[config.mk]
export PLATFORM = sky130hd
export DESIGN_NAME = irq_dispatch
export DESIGN_NICKNAME = d
export VERILOG_FILES = /design/src/rtl/irq_dispatch.sv
export SDC_FILE = /design/constraint.sdc
export NUM_CORES = 1
export LEC_CHECK = 0
export CORE_UTILIZATION = 52
export CTS_CLUSTER_SIZE = 14
export DETAILED_ROUTE_END_ITERATION = 16
export PLACE_DENSITY = 0.9
export SLEW_MARGIN = 20
export SYNTH_ARGS = -nofsm -noshare
export SYNTH_HDL_FRONTEND = slang
export SYNTH_SLANG_ARGS = --single-unit
[constraint.sdc]
create_clock -name clock -period 2.3 [get_ports clock]
set_input_delay 0.23 -clock clock [delete_from_list [all_inputs] [get_ports clock]]
set_output_delay 0.23 -clock clock [all_outputs]
set_load 0.05 [all_outputs]
[src/rtl/irq_dispatch.sv]
// Interrupt dispatcher: latches the winning {group, channel} and runs the request/ack/eoi handshake with a request timeout.
// Optional preemption by a higher-priority group while requesting: define IRQ_DISPATCH_PREEMPT_EN.
module irq_dispatch #(
    parameter int unsigned TIMEOUT_CYCLES = 16
) (
    input  logic       clock,
    input  logic       reset,
    input  logic       pa,
    input  logic       pb,
    input  logic       pc,
    input  logic [2:0] chan,
    input  logic       irq_ack,
    input  logic       irq_eoi,
    input  logic       flag_clr,
    output logic       irq_req,
    output logic [4:0] irq_vector,
    output logic       in_service,
    output logic       timeout_flag
);

    localparam int unsigned GRP_W = 2;
    localparam int unsigned CNT_W = 8;
    localparam logic [CNT_W-1:0] CNT_LAST = CNT_W'(TIMEOUT_CYCLES - 1);

    typedef enum logic [1:0] {
        IDLE    = 2'd0,
        REQ     = 2'd1,
        SERVICE = 2'd2
    } state_t;

    state_t           state;
    logic [CNT_W-1:0] tmo_cnt;
    logic [GRP_W-1:0] in_grp;
    logic             in_valid;

    // Group encoding of the upstream flags; A outranks B outranks C.
    always_comb begin
        in_valid = pa | pb | pc;
        in_grp   = 2'b00;
        if (pa)
            in_grp = 2'b00;
        else if (pb)
            in_grp = 2'b01;
        else if (pc)
            in_grp = 2'b10;
    end

    always_ff @(posedge clock or posedge reset) begin
        if (reset) begin
            state        <= IDLE;
            tmo_cnt      <= '0;
            irq_req      <= 1'b0;
            irq_vector   <= '0;
            in_service   <= 1'b0;
            timeout_flag <= 1'b0;
        end else begin
            // A timeout set later in this block overrides a same-cycle clear.
            if (flag_clr)
                timeout_flag <= 1'b0;

            case (state)
                IDLE: begin
                    if (in_valid) begin
                        irq_vector <= {in_grp, chan};
                        tmo_cnt    <= '0;
                        irq_req    <= 1'b1;
                        state      <= REQ;
                    end
                end

                REQ: begin
                    if (irq_ack) begin
                        irq_req    <= 1'b0;
                        in_service <= 1'b1;
                        state      <= SERVICE;
                    end
`ifdef IRQ_DISPATCH_PREEMPT_EN
                    else if (in_valid && (in_grp < irq_vector[4:3])) begin
                        irq_vector <= {in_grp, chan};
                        tmo_cnt    <= '0;
                    end
`endif
                    else if (tmo_cnt == CNT_LAST) begin
                        irq_req      <= 1'b0;
                        timeout_flag <= 1'b1;
                        state        <= IDLE;
                    end else begin
                        tmo_cnt <= tmo_cnt + CNT_W'(1);
                    end
                end

                SERVICE: begin
                    if (irq_eoi) begin
                        in_service <= 1'b0;
                        state      <= IDLE;
                    end
                end

                default: begin
                    irq_req    <= 1'b0;
                    in_service <= 1'b0;
                    state      <= IDLE;
                end
            endcase
        end
    end

endmodule
# --- Word level (Yosys, flattened, before mapping) ---
# Cells that the tools add are included.
# Widths: inputs -> output; s select.
word_totals:
  regBits: 18
  latchBits: 0
  ram_bits: 0
  rom_bits: 0
  in_bits: 11
  out_inout_bits: 8
  word_cells: 50
  memories: 0
classes:
  n_addsub: 1
  n_mul: 0
  div_mod_pow: 0
  magnitude_cmp: 0
  n_eq_ne: 9
  shift: 0
  mux: 23
  bitwise: 4
  reduce_logical: 7
op_table:
  columns: ["op", "n"]
  rows:
  - ["$mux 8", 3]
  - ["$pmux 8 s2", 1]
  - ["$mux 2", 7]
  - ["$ne 2x2->1 const B", 5]
  - ["$mux 1", 9]
  - ["$reduce_and 3->1", 3]
  - ["$add 8x1->8 const B", 1]
  - ["$eq 8x4->1 const B", 1]
  - ["$pmux 1 s3", 2]
  - ["$pmux 2 s3", 1]
  - ["$reduce_and 4->1", 1]
  - ["$ne 3x3->1 const B", 1]
  - ["$eq 2x1->1 const B", 1]
  - ["$eq 2x2->1 const B", 1]
  - ["$logic_not 2->1", 1]
  - ["$not 1->1", 2]
  - ["$or 1x1->1", 2]
  - ["$reduce_and 2->1", 1]
  - ["$reduce_bool 2->1", 1]

# --- Logic depth before layout (Yosys ltp) ---
logic_depth:
  ltp_word: 4
  mapped_depth: 5

# --- Least setup slack after synthesis ---
# OpenSTA, ideal clock, no wires.
synth_timing:
  kind: "register to register"
  start: "register state[1]"
  end: "register tmo_cnt[7]"
  setup_ns: 0.066
  arrival_time_ns: 1.381
  required_time_ns: 2.234
  setup_slack_ns: 0.853
  stages_incl_launch_ff: 6
  cell_sequence: "dfrtp_1 > or3b_1 > clkbuf_2 > a21oi_4 > a21boi_1 > o31a_1"
synth_via:
  elab_chain_cells: 3
synth_rtl:
  columns: ["element", "line", "text"]
  rows:
  - ["from (decl)", "31", "state_t state;"]
  - ["from (signal assigned)", "50", "state <= IDLE;"]
  - ["from (signal assigned)", "67", "state <= REQ;"]
  - ["from (signal assigned)", "75", "state <= SERVICE;"]
  - ["$eq 2x1->1 or $logic_not 2->1 (tied branches)", "61", "case (state)"]
  - ["$ne 2x2->1 (no line) or $reduce_bool 2->1 (tied branches)", null, null]
  - ["$reduce_and 4->1 (no line)", null, null]
  - ["to (signal assigned)", "88", "tmo_cnt <= tmo_cnt + CNT_W'(1);"]
  - ["to (decl)", "32", "logic [CNT_W-1:0] tmo_cnt;"]
# Several ways; a longest one is shown, not always the timed one.
# A chain may end at the register's enable or synchronous reset.

# --- Worst setup path in the final report ---
layout_timing:
  start: "register in_service"
  end: "output in_service"
layout_rtl:
  columns: ["element", "line", "text"]
  rows:
  - ["from (decl)", "17", "output logic in_service,"]
  - ["from (signal assigned)", "54", "in_service <= 1'b0;"]
  - ["from (signal assigned)", "74", "in_service <= 1'b1;"]
  - ["from (signal assigned)", "94", "in_service <= 1'b0;"]
# No word-level cell between the ends.

==> Flow_metrics.wiki <==
{| class="wikitable"
! Metric !! Value
|-
| Cell family with the largest share of critical-path delay || buffers and inverters
|-
| # Max-Cap Violations || 0
|-
| Share of synthesized area occupied by flip-flops and latches || 51.36%
|-
| Slowest cell on the critical path || sky130_fd_sc_hd__clkdlybuf4s50_1
|-
| Ratio of total power to cell area || approximately 1200 nW/um^2
|-
| Sinks on Clock Net || 18
|-
| Maximum fanout count along the critical path || 3
|-
| Post-DRT Antenna Nets || 0
|-
| Largest net degree at the start of global routing || 19
|-
| DRC marker count from the first detailed-route iteration || between 40 and 50
|-
| RSZ-0062 raised after global routing || no
|-
| Reg-to-reg slack, setup || ~0.66 ns
|-
| Slew at the pin with the worst max-slew slack || ~0.66 ns
|-
| Kind of critical path || reg2out
|-
| Design internal power || around 710 uW
|-
| Combinational fraction of design power || around half
|-
| Worst setup startpoint || in_service$_DFFE_PP0P_
|-
| Final min period || around 1.7 ns
|-
| Net switching power || 604.0 uW
|-
| Die Area || 1855 sq um
|-
| Die Y-Extent || between 40 and 50 um
|-
| Clock transition time at the flip-flop clock pins of the worst setup and hold paths || around 0.10 ns
|-
| Clk root buf || sky130_fd_sc_hd__clkbuf_4
|-
| Critical Path Start Type || flip-flop
|-
| Syn Std Cell Area || between 800 and 900 sq um
|-
| Cell count of the worst reg-to-reg path || 4
|-
| Remaining design rule violation count || 0
|-
| Hold crit path type || in2async
|-
| Deepest level of the CTS H-tree || 1
|-
| Arrival time at the worst endpoint || ~1.5 ns
|-
| Result of the run || finished, final reports clean
|-
| Maximum VDD drop || approximately 830 uV
|-
| Number of antenna violations at the first check in global routing || 0
|-
| Number of top-level pins || 19
|-
| Gp weighted congestion || between 0.7 and 0.8
|-
| Initial DRT Pass Iterations || 4
|-
| Portion of total power attributed to the clock network || a little under an eighth
|-
| Num rows || 14
|-
| Worst clock skew || ~0.0011 ns
|-
| Flip-flop and latch count after synthesis || 18
|-
| Final setup violation count || 0
|-
| Clock latency of the later-clocked register in the worst-skew pair || 0.29 ns
|-
| Post-DR vias/cell || slightly below 6
|-
| Clock buffers created by TritonCTS || 3
|-
| Total core area || 1541 sq um
|-
| Number of instances resized during post-cts repair || 0
|-
| DR vias || 735
|-
| Sequential share of power || 38.3%
|-
| Type of destination of the critical path || primary output
|-
| Reg2reg end || tmo_cnt[5]$_DFFE_PP0P_
|-
| Share of layout cells above drive strength 1 || a little over 8%
|-
| Initial Util || roughly 57%
|-
| Bufs and invs on worst path || 1
|-
| GRT Total Usage || 23.24%
|-
| Total nets after synthesis || roughly 100
|-
| # port buffers || 18
|-
| CTS tree || done
|-
| Final sum of negative setup slack || 0 ns
|-
| Total cell area at the placement stage || roughly 1100 sq um
|-
| Leakage power of the design || around 0.00048 uW
|-
| Switch share || ~46%
|-
| Sum of overflow across all layers after global routing || 0
|-
| Routed WL per cell || about 15 um
|-
| Final design instance area without fill || ~1100 sq um
|-
| Via count of the first global-routing pass || ~730
|-
| Peak per-stage delay on the critical path || between 0.8 and 0.9 ns
|-
| DP HPWL || around 1400 um
|-
| Gate count after technology mapping || about 90
|-
| Count of antenna diodes in the layout || 0
|-
| Final wirelength || around 1900 um
|-
| NumNets Final || between 100 and 150
|-
| Worst flop-to-flop path startpoint || tmo_cnt[0]$_DFFE_PP0P_
|-
| Distinct cell type count after synthesis || 28
|-
| Period utilisation layout || roughly three quarters
|-
| Hold Vio Cnt, Final || 0
|-
| Post-synthesis area per instance || between 9 and 10 sq um
|-
| List of cells traversed by the critical path || clkdlybuf4s50_1
|-
| Slew headroom || between 50 and 60%
|-
| Die Span X || roughly 43 um
|-
| Data required time of the critical path || approximately 2.1 ns
|-
| Area added between synthesis and finish || 24.82%
|-
| Largest buffer count on any clock path || 2
|-
| Maximum achievable frequency || roughly 580 MHz
|-
| Number of setup buffers added after CTS || 0
|-
| Hold buffer count at cts || 0
|-
| Final Slew Violations || 0
|-
| Global-route wire length before repair || between 3000 and 4000 um
|-
| Yosys warns || 0
|}
==> final cells by class <==
type / instances / area, sq um
multi-input combinational: 61 / 387.9
clock buffer: 3 / 22.52
fill: 125 / 446.7
timing repair buffer: 18 / 180.2
sequential: 18 / 450.4
inverter: 9 / 33.78
tap: 16 / 20.02
==> routing by layer <==
layer  wire, um  vias up  track usage (%)
met5          0        -                0
met4         34        0            12.73
met3         73        6            6.809
met2        973       21            38.18
met1        823      353            27.02
li1           -      355                -
==> power groups by stage <==
| stage | Combinational (uW) | Sequential (uW) | Clock, uW |
|---|---|---|---|
| final | 658 | 506 | 155 |
| after global routing | 695 | 522 | 173 |
| after CTS | 659 | 505 | 157 |
| after detailed placement | 652 | 511 | 0 |
| after global placement | 633 | 504 | 0 |
| after floorplan | 243 | 706 | 0 |
==> cell families (layout without fill, tap and decap cells) <==
logic type / after synthesis / after routing / share of synthesized area (%)
flip-flops: 18 / 18 / 51.35
adder cells (fa/ha/maj): 1 / 1 / 1.426
AND/OR/NAND/NOR: 30 / 30 / 18.83
buffers and inverters: 10 / 30 / 4.421
AO/OA/AOI/OAI: 27 / 27 / 20.12
multiplexers: 3 / 3 / 3.851
==> synthesized netlist by cell type, drive strengths merged <==
cell / number / area share [%]
a21boi: 1 / 0.86
a211o: 1 / 1.0
ha: 1 / 1.4
nor2: 5 / 2.1
a21oi: 7 / 5.3
inv: 9 / 3.9
a31o: 1 / 1.0
o31a: 1 / 1.0
and2: 1 / 0.71
nand2: 10 / 4.3
nand2b: 1 / 0.71
a32o: 1 / 1.1
o22ai: 1 / 0.71
mux2: 3 / 3.9
nand3: 3 / 1.7
a31oi: 2 / 1.4
dfrtp: 18 / 51
nor4: 1 / 2.4
clkbuf: 1 / 0.57
or3: 3 / 2.1
or3b: 1 / 1.0
and3: 3 / 2.1
o21ai: 9 / 5.1
o21a: 1 / 0.86
nor2b: 1 / 0.71
o211ai: 2 / 1.7
nor3b: 1 / 0.86
==> layout by cell type (no fill, tap or decap), drive strengths merged, types with 2 or more instances in the layout <==
master and count:
dfrtp 18, clkdlybuf4s50 18, nand2 10, mux2 3
nand3 3, a21oi 7, o21ai 9, or3 3
a31oi 2, nor2 5, inv 9, o211ai 2
clkbuf 3, and3 3
==> worst max path at each step <==
| stage | endpoint | slack (ns) | cells past startpoint |
|---|---|---|---|
| after global routing | in_service | 0.52 | 1 |
| final | in_service | 0.57 | 1 |
| after detailed placement | tmo_cnt[3]$_DFFE_PP0P_ | 0.35 | 5 |
| after CTS | irq_req | 0.56 | 1 |
| after floorplan | tmo_cnt[7]$_DFFE_PP0P_ | 0.85 | 5 |
| after global placement | tmo_cnt[3]$_DFFE_PP0P_ | 0.44 | 5 |
==> sequential cells by signal (all words and copies together), names as in the netlist <==
register,cells
in_service,1
timeout_flag,1
state,2
irq_vector,5
irq_req,1
tmo_cnt,8
==> metrics by stage <==
| stage | instances | worst slack (ns) | hold slack [ns] | util [%] | total power, uW |
|---|---|---|---|---|---|
| after floorplan | 89 | 0.8529 | 0.1686 | - | 948.9 |
| after global placement | 122 | 0.4370 | 0.4890 | 69.56 | 1137 |
| after detailed placement | 122 | 0.3527 | 0.4943 | 69.56 | 1164 |
| after CTS | 125 | 0.5616 | 0.3446 | 71.02 | 1321 |
| after global routing | 125 | 0.5219 | 0.3845 | 71.02 | 1390 |
| final | 125 | 0.5722 | 0.3247 | 71.02 | 1318 |
(Power assumes the default switching activity.)
